`src/rtl/dm_arbiter_pkg.sv`:
```
// Shared constants for the data-memory arbiter: status encodings and default widths.
package dm_arbiter_pkg;

    localparam int unsigned NUM_CORES_DEF = 4;
    localparam int unsigned DATA_W_DEF    = 16;
    localparam int unsigned ADDR_W_DEF    = 16;

    localparam logic [1:0] ST_IDLE = 2'd0;
    localparam logic [1:0] ST_LOAD = 2'd1;
    localparam logic [1:0] ST_RUN  = 2'd2;
    localparam logic [1:0] ST_DUMP = 2'd3;

endpackage

```
`src/rtl/dm_arbiter_if.sv`:
```
// Bundle of system-mode, com-port, per-core and data-memory signals around dm_arbiter.
interface dm_arbiter_if
    import dm_arbiter_pkg::*;
#(
    parameter int unsigned NUM_CORES = NUM_CORES_DEF,
    parameter int unsigned DATA_W    = DATA_W_DEF,
    parameter int unsigned ADDR_W    = ADDR_W_DEF
) ();

    logic [1:0]                  status;
    logic [DATA_W-1:0]           com_data_in;
    logic [ADDR_W-1:0]           com_addr;
    logic                        com_wr_en;
    logic [NUM_CORES-1:0]        core_req;
    logic [NUM_CORES-1:0]        core_wr_en;
    logic [NUM_CORES*ADDR_W-1:0] core_addr;
    logic [NUM_CORES*DATA_W-1:0] core_data;
    logic [NUM_CORES-1:0]        core_lock;
    logic [NUM_CORES-1:0]        core_grant;
    logic [NUM_CORES-1:0]        core_rvalid;
    logic [DATA_W-1:0]           DM_data_in;
    logic [ADDR_W-1:0]           DM_addr;
    logic                        DM_write_en;
    logic                        arb_busy;

    modport slave (
        input  status, com_data_in, com_addr, com_wr_en,
        input  core_req, core_wr_en, core_addr, core_data, core_lock,
        output core_grant, core_rvalid, DM_data_in, DM_addr, DM_write_en, arb_busy
    );

    modport master (
        output status, com_data_in, com_addr, com_wr_en,
        output core_req, core_wr_en, core_addr, core_data, core_lock,
        input  core_grant, core_rvalid, DM_data_in, DM_addr, DM_write_en, arb_busy
    );

endinterface

```
`src/rtl/dm_arbiter_rr_picker.sv`:
```
// Round-robin picker: first requester found searching upward from ptr_i+1, wrapping.
module rr_picker
    import dm_arbiter_pkg::*;
#(
    parameter int unsigned NUM_CORES = NUM_CORES_DEF,
    parameter int unsigned PTR_W     = 2
) (
    input  logic [NUM_CORES-1:0] req_i,
    input  logic [PTR_W-1:0]     ptr_i,
    output logic [NUM_CORES-1:0] gnt_o,
    output logic                 valid_o,
    output logic [PTR_W-1:0]     idx_o
);

    localparam int unsigned SUM_W = PTR_W + 1;

    logic [SUM_W-1:0] cand;

    always_comb begin
        gnt_o   = '0;
        valid_o = 1'b0;
        idx_o   = '0;
        cand    = '0;
        for (int unsigned off = 1; off <= NUM_CORES; off++) begin
            cand = SUM_W'(ptr_i) + SUM_W'(off);
            if (cand >= SUM_W'(NUM_CORES)) begin
                cand = cand - SUM_W'(NUM_CORES);
            end
            if (!valid_o && req_i[cand[PTR_W-1:0]]) begin
                valid_o                  = 1'b1;
                gnt_o[cand[PTR_W-1:0]]   = 1'b1;
                idx_o                    = cand[PTR_W-1:0];
            end
        end
    end

endmodule

```
`src/rtl/dm_arbiter.sv`:
```
// Data-memory arbiter: com port owns memory in LOAD/DUMP, cores round-robin in RUN.
// Define DM_ARBITER_LOCK_EN to let a granted core hold the memory with core_lock.
module dm_arbiter
    import dm_arbiter_pkg::*;
#(
    parameter int unsigned NUM_CORES = NUM_CORES_DEF,
    parameter int unsigned DATA_W    = DATA_W_DEF,
    parameter int unsigned ADDR_W    = ADDR_W_DEF
) (
    input  logic          clk,
    input  logic          rst,
    dm_arbiter_if.slave   dm_io
);

    localparam int unsigned PTR_W = (NUM_CORES > 1) ? $clog2(NUM_CORES) : 1;

    logic [NUM_CORES-1:0] grant_q, grant_d;
    logic [NUM_CORES-1:0] rvalid_q, rvalid_d;
    logic                 we_q, we_d;
    logic                 busy_q, busy_d;
    logic [PTR_W-1:0]     ptr_q, ptr_d;
    logic [ADDR_W-1:0]    addr_q, addr_d;
    logic [DATA_W-1:0]    data_q, data_d;

    logic [NUM_CORES-1:0] elig_c, pick_gnt_c;
    logic                 pick_valid_c, hold_c;
    logic [PTR_W-1:0]     pick_idx_c, sel_c;

    // The core granted this cycle sits out the next decision.
    assign elig_c = dm_io.core_req & ~grant_q;

    rr_picker #(
        .NUM_CORES (NUM_CORES),
        .PTR_W     (PTR_W)
    ) u_rr_picker (
        .req_i   (elig_c),
        .ptr_i   (ptr_q),
        .gnt_o   (pick_gnt_c),
        .valid_o (pick_valid_c),
        .idx_o   (pick_idx_c)
    );

`ifdef DM_ARBITER_LOCK_EN
    assign hold_c = |(grant_q & dm_io.core_lock & dm_io.core_req);
`else
    logic unused_lock_c;
    assign unused_lock_c = ^dm_io.core_lock;
    assign hold_c        = 1'b0;
`endif

    // A held grant belongs to the last winner, which ptr_q already names.
    always_comb begin
        grant_d  = '0;
        rvalid_d = we_q ? '0 : grant_q;
        we_d     = 1'b0;
        addr_d   = addr_q;
        data_d   = data_q;
        ptr_d    = ptr_q;
        busy_d   = 1'b0;
        sel_c    = hold_c ? ptr_q : pick_idx_c;
        case (dm_io.status)
            ST_LOAD, ST_DUMP: begin
                addr_d = dm_io.com_addr;
                data_d = dm_io.com_data_in;
                we_d   = (dm_io.status == ST_LOAD) && dm_io.com_wr_en;
            end
            ST_RUN: begin
                busy_d = |dm_io.core_req;
                if (hold_c || pick_valid_c) begin
                    grant_d = hold_c ? grant_q : pick_gnt_c;
                    ptr_d   = sel_c;
                    addr_d  = dm_io.core_addr[32'(sel_c)*ADDR_W +: ADDR_W];
                    data_d  = dm_io.core_data[32'(sel_c)*DATA_W +: DATA_W];
                    we_d    = dm_io.core_wr_en[sel_c];
                end
            end
            default: ;
        endcase
    end

    always_ff @(posedge clk or posedge rst) begin
        if (rst) begin
            grant_q  <= '0;
            rvalid_q <= '0;
            we_q     <= 1'b0;
            busy_q   <= 1'b0;
            ptr_q    <= PTR_W'(NUM_CORES - 1);
            addr_q   <= '0;
            data_q   <= '0;
        end else begin
            grant_q  <= grant_d;
            rvalid_q <= rvalid_d;
            we_q     <= we_d;
            busy_q   <= busy_d;
            ptr_q    <= ptr_d;
            addr_q   <= addr_d;
            data_q   <= data_d;
        end
    end

    assign dm_io.core_grant  = grant_q;
    assign dm_io.core_rvalid = rvalid_q;
    assign dm_io.DM_write_en = we_q;
    assign dm_io.DM_addr     = addr_q;
    assign dm_io.DM_data_in  = data_q;
    assign dm_io.arb_busy    = busy_q;

endmodule

```
`src/flat_wrapper.sv`:
```
// flat-port wrapper written by rule: the top's interface ports become plain ports
module dm_arbiter_flat import dm_arbiter_pkg::*;
#(
    parameter int unsigned NUM_CORES = NUM_CORES_DEF,
    parameter int unsigned DATA_W    = DATA_W_DEF,
    parameter int unsigned ADDR_W    = ADDR_W_DEF
)
  (clk, rst, dm_io_status, dm_io_com_data_in, dm_io_com_addr, dm_io_com_wr_en, dm_io_core_req, dm_io_core_wr_en, dm_io_core_addr, dm_io_core_data, dm_io_core_lock, dm_io_core_grant, dm_io_core_rvalid, dm_io_DM_data_in, dm_io_DM_addr, dm_io_DM_write_en, dm_io_arb_busy);
  dm_arbiter_if #(.NUM_CORES(NUM_CORES), .DATA_W(DATA_W), .ADDR_W(ADDR_W)) dm_io_i ();
  input  logic clk;
  input  logic rst;
  input wire logic [$bits(dm_io_i.status)-1:0] dm_io_status;
  input wire logic [$bits(dm_io_i.com_data_in)-1:0] dm_io_com_data_in;
  input wire logic [$bits(dm_io_i.com_addr)-1:0] dm_io_com_addr;
  input wire logic [$bits(dm_io_i.com_wr_en)-1:0] dm_io_com_wr_en;
  input wire logic [$bits(dm_io_i.core_req)-1:0] dm_io_core_req;
  input wire logic [$bits(dm_io_i.core_wr_en)-1:0] dm_io_core_wr_en;
  input wire logic [$bits(dm_io_i.core_addr)-1:0] dm_io_core_addr;
  input wire logic [$bits(dm_io_i.core_data)-1:0] dm_io_core_data;
  input wire logic [$bits(dm_io_i.core_lock)-1:0] dm_io_core_lock;
  output wire logic [$bits(dm_io_i.core_grant)-1:0] dm_io_core_grant;
  output wire logic [$bits(dm_io_i.core_rvalid)-1:0] dm_io_core_rvalid;
  output wire logic [$bits(dm_io_i.DM_data_in)-1:0] dm_io_DM_data_in;
  output wire logic [$bits(dm_io_i.DM_addr)-1:0] dm_io_DM_addr;
  output wire logic [$bits(dm_io_i.DM_write_en)-1:0] dm_io_DM_write_en;
  output wire logic [$bits(dm_io_i.arb_busy)-1:0] dm_io_arb_busy;
  assign dm_io_i.status = dm_io_status;
  assign dm_io_i.com_data_in = dm_io_com_data_in;
  assign dm_io_i.com_addr = dm_io_com_addr;
  assign dm_io_i.com_wr_en = dm_io_com_wr_en;
  assign dm_io_i.core_req = dm_io_core_req;
  assign dm_io_i.core_wr_en = dm_io_core_wr_en;
  assign dm_io_i.core_addr = dm_io_core_addr;
  assign dm_io_i.core_data = dm_io_core_data;
  assign dm_io_i.core_lock = dm_io_core_lock;
  assign dm_io_core_grant = dm_io_i.core_grant;
  assign dm_io_core_rvalid = dm_io_i.core_rvalid;
  assign dm_io_DM_data_in = dm_io_i.DM_data_in;
  assign dm_io_DM_addr = dm_io_i.DM_addr;
  assign dm_io_DM_write_en = dm_io_i.DM_write_en;
  assign dm_io_arb_busy = dm_io_i.arb_busy;
  dm_arbiter #(.NUM_CORES(NUM_CORES), .DATA_W(DATA_W), .ADDR_W(ADDR_W)) u_core (.clk(clk), .rst(rst), .dm_io(dm_io_i));
endmodule
```
`config.mk`:
```
export PLATFORM = sky130hd
export DESIGN_NAME = dm_arbiter_flat
export DESIGN_NICKNAME = d
export VERILOG_FILES = /design/src/rtl/dm_arbiter_pkg.sv /design/src/rtl/dm_arbiter_if.sv /design/src/rtl/dm_arbiter_rr_picker.sv /design/src/rtl/dm_arbiter.sv /design/src/flat_wrapper.sv
export SDC_FILE = /design/constraint.sdc
export NUM_CORES = 1
export LEC_CHECK = 0
export CORE_ASPECT_RATIO = 1.1
export CORE_MARGIN = 1.5
export CORE_UTILIZATION = 37
export CTS_BUF_LIST = sky130_fd_sc_hd__clkbuf_16
export DETAILED_ROUTE_END_ITERATION = 16
export PLACE_DENSITY = 0.83
export SYNTH_ARGS = -nofsm -noshare
export SYNTH_HDL_FRONTEND = slang
export SYNTH_HIERARCHICAL = 1
export SYNTH_SLANG_ARGS = --single-unit
```
`constraint.sdc`:
```
create_clock -name clk -period 3.2 [get_ports clk]
set_clock_uncertainty 0.15 [all_clocks]
set_input_delay 0.32 -clock clk [delete_from_list [all_inputs] [get_ports clk]]
set_output_delay 0.32 -clock clk [all_outputs]
set_load 0.005 [all_outputs]
```
Word-level counts from Yosys, hierarchy flattened. Cells that the tools add are included.

Bits in read-only memories: 0. Register bits after elaboration: 44. Input port bits: 177. Word-level logic and storage cells: 99. Memory bits (writable): 0. Output and inout port bits: 42. Latch bits: 0. Memories kept: 0.

Multipliers: 0. Mux-type cells: 44. Shift-type cells: 2. Order comparisons: 13. Bitwise operators: 5. Equal/unequal tests: 4. Add/sub/neg operators: 8. Reductions and logical operators: 16. Div/mod/pow operators: 0.

Operators by type and width (number): 64-bit by 7-bit variable part select with 16-bit output (2); 16-bit one-hot mux with 2 select lines (2); 16-bit 2-to-1 mux (2); 4-bit 2-to-1 mux (7); 2-bit 2-to-1 mux (8); 2-bit by 3-bit less-than comparator with 1-bit output, second input constant (5); 1-bit 2-to-1 mux (15); 3-bit >= comparator, second input constant (4); 4-bit bitwise OR (3); 1-bit binary-select mux with 2-bit select (5); 1-bit demux with 2-bit select (4); 2-bit by 1-bit >= comparator with 1-bit output, second input constant (4); 1-bit logical AND (8); 2-bit by 1-bit subtractor with 2-bit output, second input constant (4); 2-bit by 2-bit adder with 3-bit output, second input constant (2); 4-bit bitwise AND (1); 2-bit equality test, second input constant (2); 4-bit NOT (1); 2-bit AND reduction (2); 4-bit OR reduction (1); 2-bit by 1-bit adder with 3-bit output, second input constant (1); 2-bit by 3-bit adder with 3-bit output, second input constant (1); 1-bit logical NOT (3); 2-bit by 1-bit equality test with 1-bit output, second input constant (1); other kinds (4) (4).

Depth between registers and ports, before layout.
Depth in word-level cells: 19. Mapped depth: 11. Mapped depth without buffers: 8.

By module. The synthesis kept the hierarchy.

Modules (own cells, without submodules): dm_arbiter (cells each 253, instances 1, area each 2801.4 um2, sequential area each 1103.6 um2); rr_picker (cells each 61, instances 1, area each 501.7 um2, sequential area each 0.0 um2).

Worst setup path after synthesis. No wires, ideal clock.

Kind: flip-flop to flip-flop. Start: reg u_core.ptr_q[0]. End: reg u_core.addr_q[14] (netlist: u_core/dm_io.DM_addr[14]). Required time: 2.928 ns. Buffers on the path: 3. Setup time: 0.122 ns. Arrival: 2.535 ns. Path slack: 0.393 ns. Clock period less this slack: 2.807 ns. Stages on the path, launching flop included: 12. Cell sequence: dfstp_2 > buf_6 > inv_1 > ha_1 > a21o_1 > nand2_1 > o311a_1 > buf_6 > buf_8 > mux4_2 > nand2_1 > a21oi_1.

Word-level cells in the longest chain between the ends: 18. Elaborated cells on any way between the ends: 43. Classes of those cells: add/sub: 8; order compare: 4; eq/ne: 1; shift: 1; mux: 22; reduce/logical: 7.

Ends and longest elaborated chain: start: declaration (RTL line dm_arbiter.sv:21) `logic [PTR_W-1:0] ptr_q, ptr_d;`; start signal: assignment (RTL line dm_arbiter.sv:87) `ptr_q <= PTR_W'(NUM_CORES - 1);`; start signal: assignment (RTL line dm_arbiter.sv:95) `ptr_q <= ptr_d;`; 2-bit by 1-bit adder with 3-bit output (RTL line dm_arbiter_rr_picker.sv:25) `cand = SUM_W'(ptr_i) + SUM_W'(off);`; 3-bit >= comparator or 2-bit by 1-bit subtractor with 2-bit output (tied branches) (RTL line dm_arbiter_rr_picker.sv:26, dm_arbiter_rr_picker.sv:27); 2-bit 2-to-1 mux (RTL line dm_arbiter_rr_picker.sv:26) `if (cand >= SUM_W'(NUM_CORES)) begin`; 1-bit binary-select mux with 2-bit select (RTL line dm_arbiter_rr_picker.sv:29) `if (!valid_o && req_i[cand[PTR_W-1:0]]) begin`; 1-bit 2-to-1 mux (not written as such) (RTL line dm_arbiter_rr_picker.sv:29); 1-bit 2-to-1 mux (RTL line dm_arbiter_rr_picker.sv:29); 1-bit logical NOT (RTL line dm_arbiter_rr_picker.sv:29); 1-bit logical AND (RTL line dm_arbiter_rr_picker.sv:29); [3 not listed]; 1-bit 2-to-1 mux (RTL line dm_arbiter_rr_picker.sv:29); 1-bit logical NOT (RTL line dm_arbiter_rr_picker.sv:29); 1-bit logical AND (RTL line dm_arbiter_rr_picker.sv:29); 2-bit 2-to-1 mux (*) (RTL line dm_arbiter_rr_picker.sv:29); named net u_core.pick_idx_c[0] (RTL line dm_arbiter.sv:27) `logic [PTR_W-1:0] pick_idx_c, sel_c;`; 64-bit by 7-bit variable part select with 16-bit output (*) (RTL line dm_arbiter.sv:72) `addr_d = dm_io.core_addr[32'(sel_c)*ADDR_W +: ADDR_W];`; 16-bit 2-to-1 mux (*) (RTL line dm_arbiter.sv:69) `if (hold_c || pick_valid_c) begin`; 16-bit one-hot mux with 2 select lines (*) (RTL line dm_arbiter.sv:61) `case (dm_io.status)`; end signal: assignment (RTL line dm_arbiter.sv:96) `addr_q <= addr_d;`; end: declaration (RTL line dm_arbiter.sv:22) `logic [ADDR_W-1:0] addr_q, addr_d;`.

The timed path passes the listed nets; every way through them passes the cells marked *. The select of a mux whose other input is x is not followed. A chain may end at the register's enable or synchronous reset.

Worst setup path in the final report.
Start: reg u_core.ptr_q[1]. End: reg u_core.data_q[2] (netlist: u_core/dm_io.DM_data_in[2]).

Word-level cells in the longest chain between the ends: 18. Elaborated cells on any way between the ends: 43. Classes of those cells: add/sub: 8; order compare: 4; eq/ne: 1; shift: 1; mux: 22; reduce/logical: 7.

Ends and longest elaborated chain: 2-bit by 1-bit adder with 3-bit output (RTL line dm_arbiter_rr_picker.sv:25); 3-bit >= comparator or 2-bit by 1-bit subtractor with 2-bit output (tied branches) (RTL line dm_arbiter_rr_picker.sv:26, dm_arbiter_rr_picker.sv:27); 2-bit 2-to-1 mux (RTL line dm_arbiter_rr_picker.sv:26); 1-bit binary-select mux with 2-bit select (RTL line dm_arbiter_rr_picker.sv:29); 1-bit 2-to-1 mux (not written as such) (RTL line dm_arbiter_rr_picker.sv:29); 1-bit 2-to-1 mux (RTL line dm_arbiter_rr_picker.sv:29); 1-bit logical NOT (RTL line dm_arbiter_rr_picker.sv:29); 1-bit logical AND (RTL line dm_arbiter_rr_picker.sv:29); [3 not listed]; 1-bit 2-to-1 mux (RTL line dm_arbiter_rr_picker.sv:29); 1-bit logical NOT (RTL line dm_arbiter_rr_picker.sv:29); 1-bit logical AND (RTL line dm_arbiter_rr_picker.sv:29); 2-bit 2-to-1 mux (*) (RTL line dm_arbiter_rr_picker.sv:29); named net u_core.pick_idx_c[0] (RTL line dm_arbiter.sv:27); 64-bit by 7-bit variable part select with 16-bit output (*) (RTL line dm_arbiter.sv:73) `data_d = dm_io.core_data[32'(sel_c)*DATA_W +: DATA_W];`; 16-bit 2-to-1 mux (*) (RTL line dm_arbiter.sv:69); 16-bit one-hot mux with 2 select lines (*) (RTL line dm_arbiter.sv:61); end signal: assignment (RTL line dm_arbiter.sv:97) `data_q <= data_d;`; end: declaration (RTL line dm_arbiter.sv:23) `logic [DATA_W-1:0] data_q, data_d;`.

Marked as above.

==> summary.md <==
| Metric | Value |
|---|---|
| Die area | 9504 um^2 |
| P_leak | 2.290 nW |
| Status | complete, no violations |
| Post-Synthesis Net Count | 499 |
| CP startpoint | u_core/ptr_q[1] |
| Worst-Skew Late Latency | 0.28 ns |
| RSZ-0062 raised after global routing | false |
| H-tree level count | 2 |
| Placement Cell Area | 5618 um^2 |
| Slew headroom | 38.08% |
| Row cnt | 35 |
| Worst EP arrival | 3.03 ns |
| Leading cell types in the layout, fill and taps excluded | clkdlybuf4s50_1, a21oi_1, nand2_1 |
| Final worst-path cycle share | 94.16% |
| Antenna violations before repair | 0 |
| Final #Nets | 717 |
| Final hold slack | 0.3673 ns |
| Synthesized area | 3303 um^2 |
| HP Class | flip-flop to flip-flop |
| CTS Buf Count | 5 |
| WS Path Type | flip-flop to flip-flop |
| R2R depth | 9 |
| Tmin final | 3.013 ns |
| Fin. max-slew vios | 0 |
| Area Overhead vs Synth | 74.28% |
| Hold buffers post-CTS | 0 |
| Multi-input gate area | 2004 um^2 |
| CTS root buffer | clkbuf_16 |
| Setup crit end kind | flip-flop |
| Die height | 102.1 um |
| Design Power | 4.155 mW |
| Vias | 3334 |
| Clock tree buffer depth | 2 |
| Post-synthesis sequential area ratio | 33.41% |
| Fmax | 331.9 MHz |
| CP Capture Point | u_core/dm_io.DM_data_in[2] |
| Cell variety after synth | 42 |
| Clock-pin slew on the worst setup and hold paths | 0.06 ns |
| Drc violations | 0 |
| Yosys reg bits | 44 |
| Sequential cell area | 1104 um^2 |
| CTS Sinks | 44 |
| GPL Wtd Cong | 0.8527 |
| Finished Cell Area | 5757 um^2 |
| Setup WS pre-CTS | -0.04892 ns |
| Fin util | 67.41% |
| CTS tree | yes |
| PwrDens | 721.7 nW/um^2 |
| Yosys warnings | 6 |
| Syn Inst Count | 314 |
| CTS resizes | 0 |
| Crit path required time | 3.21 ns |
| HPWL after detailed placement | 8.797 mm |
| Maximum VDD drop | 462.9 uV |
| Critical Path Fanout Max | 16 |
| Antenna viol nets, final | 0 |
| WL per Instance | 17.04 um |
| Core Box Area | 8539 um^2 |
| TritonRoute pass-1 iters | 4 |
| Commonest non-fill, non-tap cell in the layout | clkdlybuf4s50_1 |
| Iteration-0 DRC Markers | 108 |
| Vias in the first global route | 3525 |
| # diodes | 0 |
| Syn_area_per_cell | 10.52 um^2 |
| Share of cells above drive strength 1 | 13.51% |
| Max-cap viol count | 0 |
| R2R Path End | u_core/dm_io.DM_data_in[2] |
| First-pass GRT wire length | 16.62 mm |
| Final wirelength | 10.97 mm |
| Post-route worst setup slack | 0.1867 ns |
| Final Hold Viols | 0 |
| Post-Route Setup TNS | 0 ns |
| FF-to-FF setup slack | 0.19 ns |
| Starting density of the core | 38.68% |
| Worst R2R Start | u_core/ptr_q[1] |
| Setup violators final | 0 |
| Placed cells | 636 |
| Setup Fix Bufs, Post-CTS | 0 |
| IO Port Bufs | 214 |
| IO Pins | 219 |
| Post-Layout Cell Count | 644 |
| Least-Margin Pin Slew | 0.9274 ns |
| Overall Global Routing Usage | 22.47% |
| Die Wd | 93.09 um |
| Via density | 5.177 |
| Worst setup SP type | flip-flop |
| Largest net degree at the start of global routing | 45 |
| Fill count | 688 |
| Total grt overflow | 0 |
## kinds of logic (layout without fill, tap and decap cells)
kind of cell    count (synthesis)  in the layout  synth area share, %
flops                          44             44                33.41
buf+inv                        30            249                5.947
simple gates                  105            105                16.44
mux                            37             37                24.74
compound gates                 90             90                16.44
fa+ha+maj                       8              8                3.030
## synthesized netlist by cell type, drive strengths merged
cell type,instances,area share (%)
mux2i,1,0.30
nor2b,42,8.0
o21bai,1,0.23
and3,1,0.23
a221o,4,1.2
and3b,2,0.53
a211oi,2,0.83
o311a,1,0.30
clkbuf,10,1.1
o211ai,1,0.23
ha,8,3.0
mux4,34,24
a21oi,65,9.8
a31o,1,0.27
dfstp,2,1.6
a32oi,1,0.27
nand2,45,5.1
nor4,1,0.19
o21ai,5,0.76
buf,15,4.2
o31ai,1,0.38
a211o,1,0.27
nor3b,2,0.45
mux2,2,0.68
and2,5,0.95
o21a,1,0.23
inv,5,0.57
a21boi,2,0.45
dfrtp,42,32
nor2,6,0.76
a221oi,2,0.72
a21o,2,0.45
or2b,1,0.27
## sequential cells by signal, summed over array words and instances (netlist names)
name                      cells
u_core/ptr_q                  2
u_core/dm_io.core_grant       4
u_core/dm_io.DM_data_in      16
u_core/dm_io.core_rvalid      4
u_core/dm_io.DM_write_en      1
u_core/dm_io.arb_busy         1
u_core/dm_io.DM_addr         16
## critical path, cell delays in order (launching register included)
cell and delay, ns:
dfstp_2 0.63, inv_1 0.17, ha_1 0.43, a21o_1 0.20
nand2_1 0.06, o311a_2 0.33, buf_12 0.22, mux4_2 0.52
nand2_1 0.11, a21oi_1 0.07
## where the power goes
group / total, mW / internal (mW) / switching (mW)
logic: 2.86 / 1.70 / 1.16
registers: 0.808 / 0.707 / 0.102
clock network: 0.489 / 0.284 / 0.205
## per-layer routing
layer | share of wire, % | up-vias | GRT usage [%]
met5 | 0 | - | 0
met4 | 1.9 | 0 | 7.343
met3 | 6.6 | 13 | 4.018
met2 | 55 | 141 | 44.19
met1 | 36 | 1598 | 24.09
li1 | - | 1582 | -
## layout make-up
class	count	share of cell area [%]
Clock buffer	5	2.173
Clock inverter	3	0.2391
Inverter	5	0.3260
Multi-Input combinational cell	240	34.82
Sequential cell	44	19.17
Tap cell	111	2.413
Timing Repair Buffer	236	40.86
## how the worst min path moves through the flow
stage / cells after the start / to / start
2_1_floorplan: 2 / u_core/dm_io.DM_addr[0] / dm_io_com_addr[0]
3_3_place_gp: 1 / u_core/dm_io.core_rvalid[3] / u_core/dm_io.core_grant[3]
3_5_place_dp: 1 / u_core/dm_io.core_rvalid[3] / u_core/dm_io.DM_write_en
4_1_cts: 1 / u_core/dm_io.core_rvalid[3] / u_core/dm_io.DM_write_en
5_1_grt: 1 / u_core/dm_io.core_rvalid[0] / u_core/dm_io.DM_write_en
6_report: 1 / u_core/dm_io.core_rvalid[3] / u_core/dm_io.DM_write_en
Power figures use the tool's default switching activity.
==> variant (config.mk and constraints unchanged) <==
The option `DM_ARBITER_LOCK_EN` is turned on by a define.
--- a/src/rtl/dm_arbiter.sv
+++ b/src/rtl/dm_arbiter.sv
@@ -1,4 +1,6 @@
 // Data-memory arbiter: com port owns memory in LOAD/DUMP, cores round-robin in RUN.
 // Define DM_ARBITER_LOCK_EN to let a granted core hold the memory with core_lock.
+`define DM_ARBITER_LOCK_EN
+
 module dm_arbiter
     import dm_arbiter_pkg::*;
Formal check against the unedited RTL: not equivalent (a bounded check fails within 4 cycles, from zero or initial values and one cycle with rst high).
==> variant against the original RTL <==
  * Design area is 10% higher
  * Final cell count grew 20%
  * Area after synthesis up 12%
  * Non-clock buffer count is 26 higher
  * Setup slack got worse by 0.077 ns
  * Sequential share of layout area fell by 1.8 points
  * Power rose by 13%
  * Sequential cell count is the same
  * Wire length grew 36%
  * Count of clock-buffer cells in the layout unchanged
  * Synthesized cell count is 35% higher
  * Critical endpoint is now u_core/dm_io.DM_addr[0]
  * Global-route usage up 3.2 points
  * Combinational power is 17% higher
  * Critical path depth increased by 2
==> variant: results (changes against the original RTL) <==
Global Route met1 Usage 28.76% (+4.7 points); Net Count, Synth 610 (+22%); Setup WS pre-CTS -0.3631 ns (-0.3142 ns); Total GRT Usage 25.68% (+3.2 points); met2 Use GR 48.87% (+4.7 points); outcome finished clean; Mean Syn Cell Area 8.714 um^2 (-17%); nets 838 (+17%); critical path's largest stage delay 0.51 ns (-0.12 ns); first-pass GRT wire length 21940 um (+32%); Crit Path Max Fanout 14 (-2); Lkg Pwr 0.002584 uW (+13%); Non-Filler Instances 774 (+20%); Vias per Instance 5.845 (+13%); Total Wirelength 14930 um (+36%); Iteration-0 DRC Markers 280 (+160%); RePlAce Congestion 0.9405 (+10%); top post-synthesis cells by area dfrtp_1, and3_1, a211oi_2; placed insts 762 (+20%); post-synthesis sequential area ratio 29.80% (-3.6 points); Slew HR 33.16% (-4.9 points); unique cell type count in the Yosys netlist 53 (+26%); area post-placement 6152 um^2 (+9.5%); layout cells sized above 1 16.51% (+3.0 points); Detail Placement HPWL 11140 um (+27%); vias in the first global route 4480 (+27%); maximum vdd drop 0.0004441 V (-4.1%); drt pass-1 iters 5 (+1); slowest stage cell on the critical path clkdlybuf4s50_1; Crit path arrival time 3.11 ns (+0.08 ns)
## variant: cell count changes after synthesis, sizes merged, moves of 3 or more
| cell | before | now |
|---|---|---|
| mux4 | 34 | 2 |
| a21oi | 65 | 38 |
| o31ai | 1 | 33 |
| nand3 | 0 | 7 |
| nor2 | 6 | 10 |
| and3 | 1 | 69 |
| nor2b | 42 | 10 |
| clkbuf | 10 | 20 |
| a21boi | 2 | 5 |
| nand2 | 45 | 50 |
| and2 | 5 | 1 |
| a211oi | 2 | 66 |
| buf | 15 | 21 |
## variant: area by class of cell
cell class | instances | area [um^2] | area share (%)
well taps | 120 | 150.1 | 2.366
clock buffers | 5 | 125.1 | 1.972
clock inverters | 3 | 13.76 | 0.2169
flip-flops and latches | 44 | 1104 | 17.39
inverters | 5 | 18.77 | 0.2958
repair buffers | 262 | 2541 | 40.05
multi-input cells | 335 | 2392 | 37.70
## variant: worst paths after layout
kind                                        startpoint                          end  slack [ns]  cells after the start
setup / recovery                     dm_io_core_req[0]      u_core/dm_io.DM_addr[0]        0.11                     11
hold / removal             u_core/dm_io.DM_data_in[14]  u_core/dm_io.DM_data_in[14]        0.33                      2
setup reg to reg                       u_core/ptr_q[0]   u_core/dm_io.DM_data_in[4]        0.17                     10
hold reg to reg            u_core/dm_io.DM_data_in[14]  u_core/dm_io.DM_data_in[14]        0.33                      2
max in group asynchronous                          rst      u_core/dm_io.DM_addr[9]        1.83                      2
min in group asynchronous                          rst   u_core/dm_io.core_grant[2]        0.45                      2
## variant: routing by layer
metal	vias up	wire, um
li1	2082	-
met1	2139	5350
met2	274	7922
met3	29	1323
met4	0	334
met5	-	0
## variant: cell families after synthesis
family | share of synthesized area, %
buffers and inverters | 6.689
and+or+nand+nor | 22.64
AOI/OAI and AO/OA | 36.65
DFF | 29.80
adders and majority gates | 2.703
muxes | 1.520
## variant: what timing repair did
item | in CTS | in global routing
setup buffers | 0 | 4
resized for setup | 1 | 5
pin swaps | 0 | 1
setup endpoints to repair | 32 | 33
## variant: report_power, final
group	leakage [uW]	internal, uW	switching [uW]
clock network	0.0000710	284	221
registers	0.000540	744	122
logic	0.00197	1570	1770
total	0.00258	2600	2120
## variant: critical path: cells and delay by family
kind	cells	cell delay, ns
AOI/OAI and AO/OA	5	0.95
buffers and inverters	2	0.75
and+or+nand+nor	4	1.08
## variant: per-stage QoR
| stage | total power, uW | setup TNS (ns) |
|---|---|---|
| 2_1_floorplan | 2844 | 0 |
| 3_3_place_gp | 4027 | -6.475 |
| 3_5_place_dp | 4105 | -10.07 |
| 4_1_cts | 4631 | 0 |
| 5_1_grt | 4975 | -0.01672 |
| 6_report | 4713 | 0 |
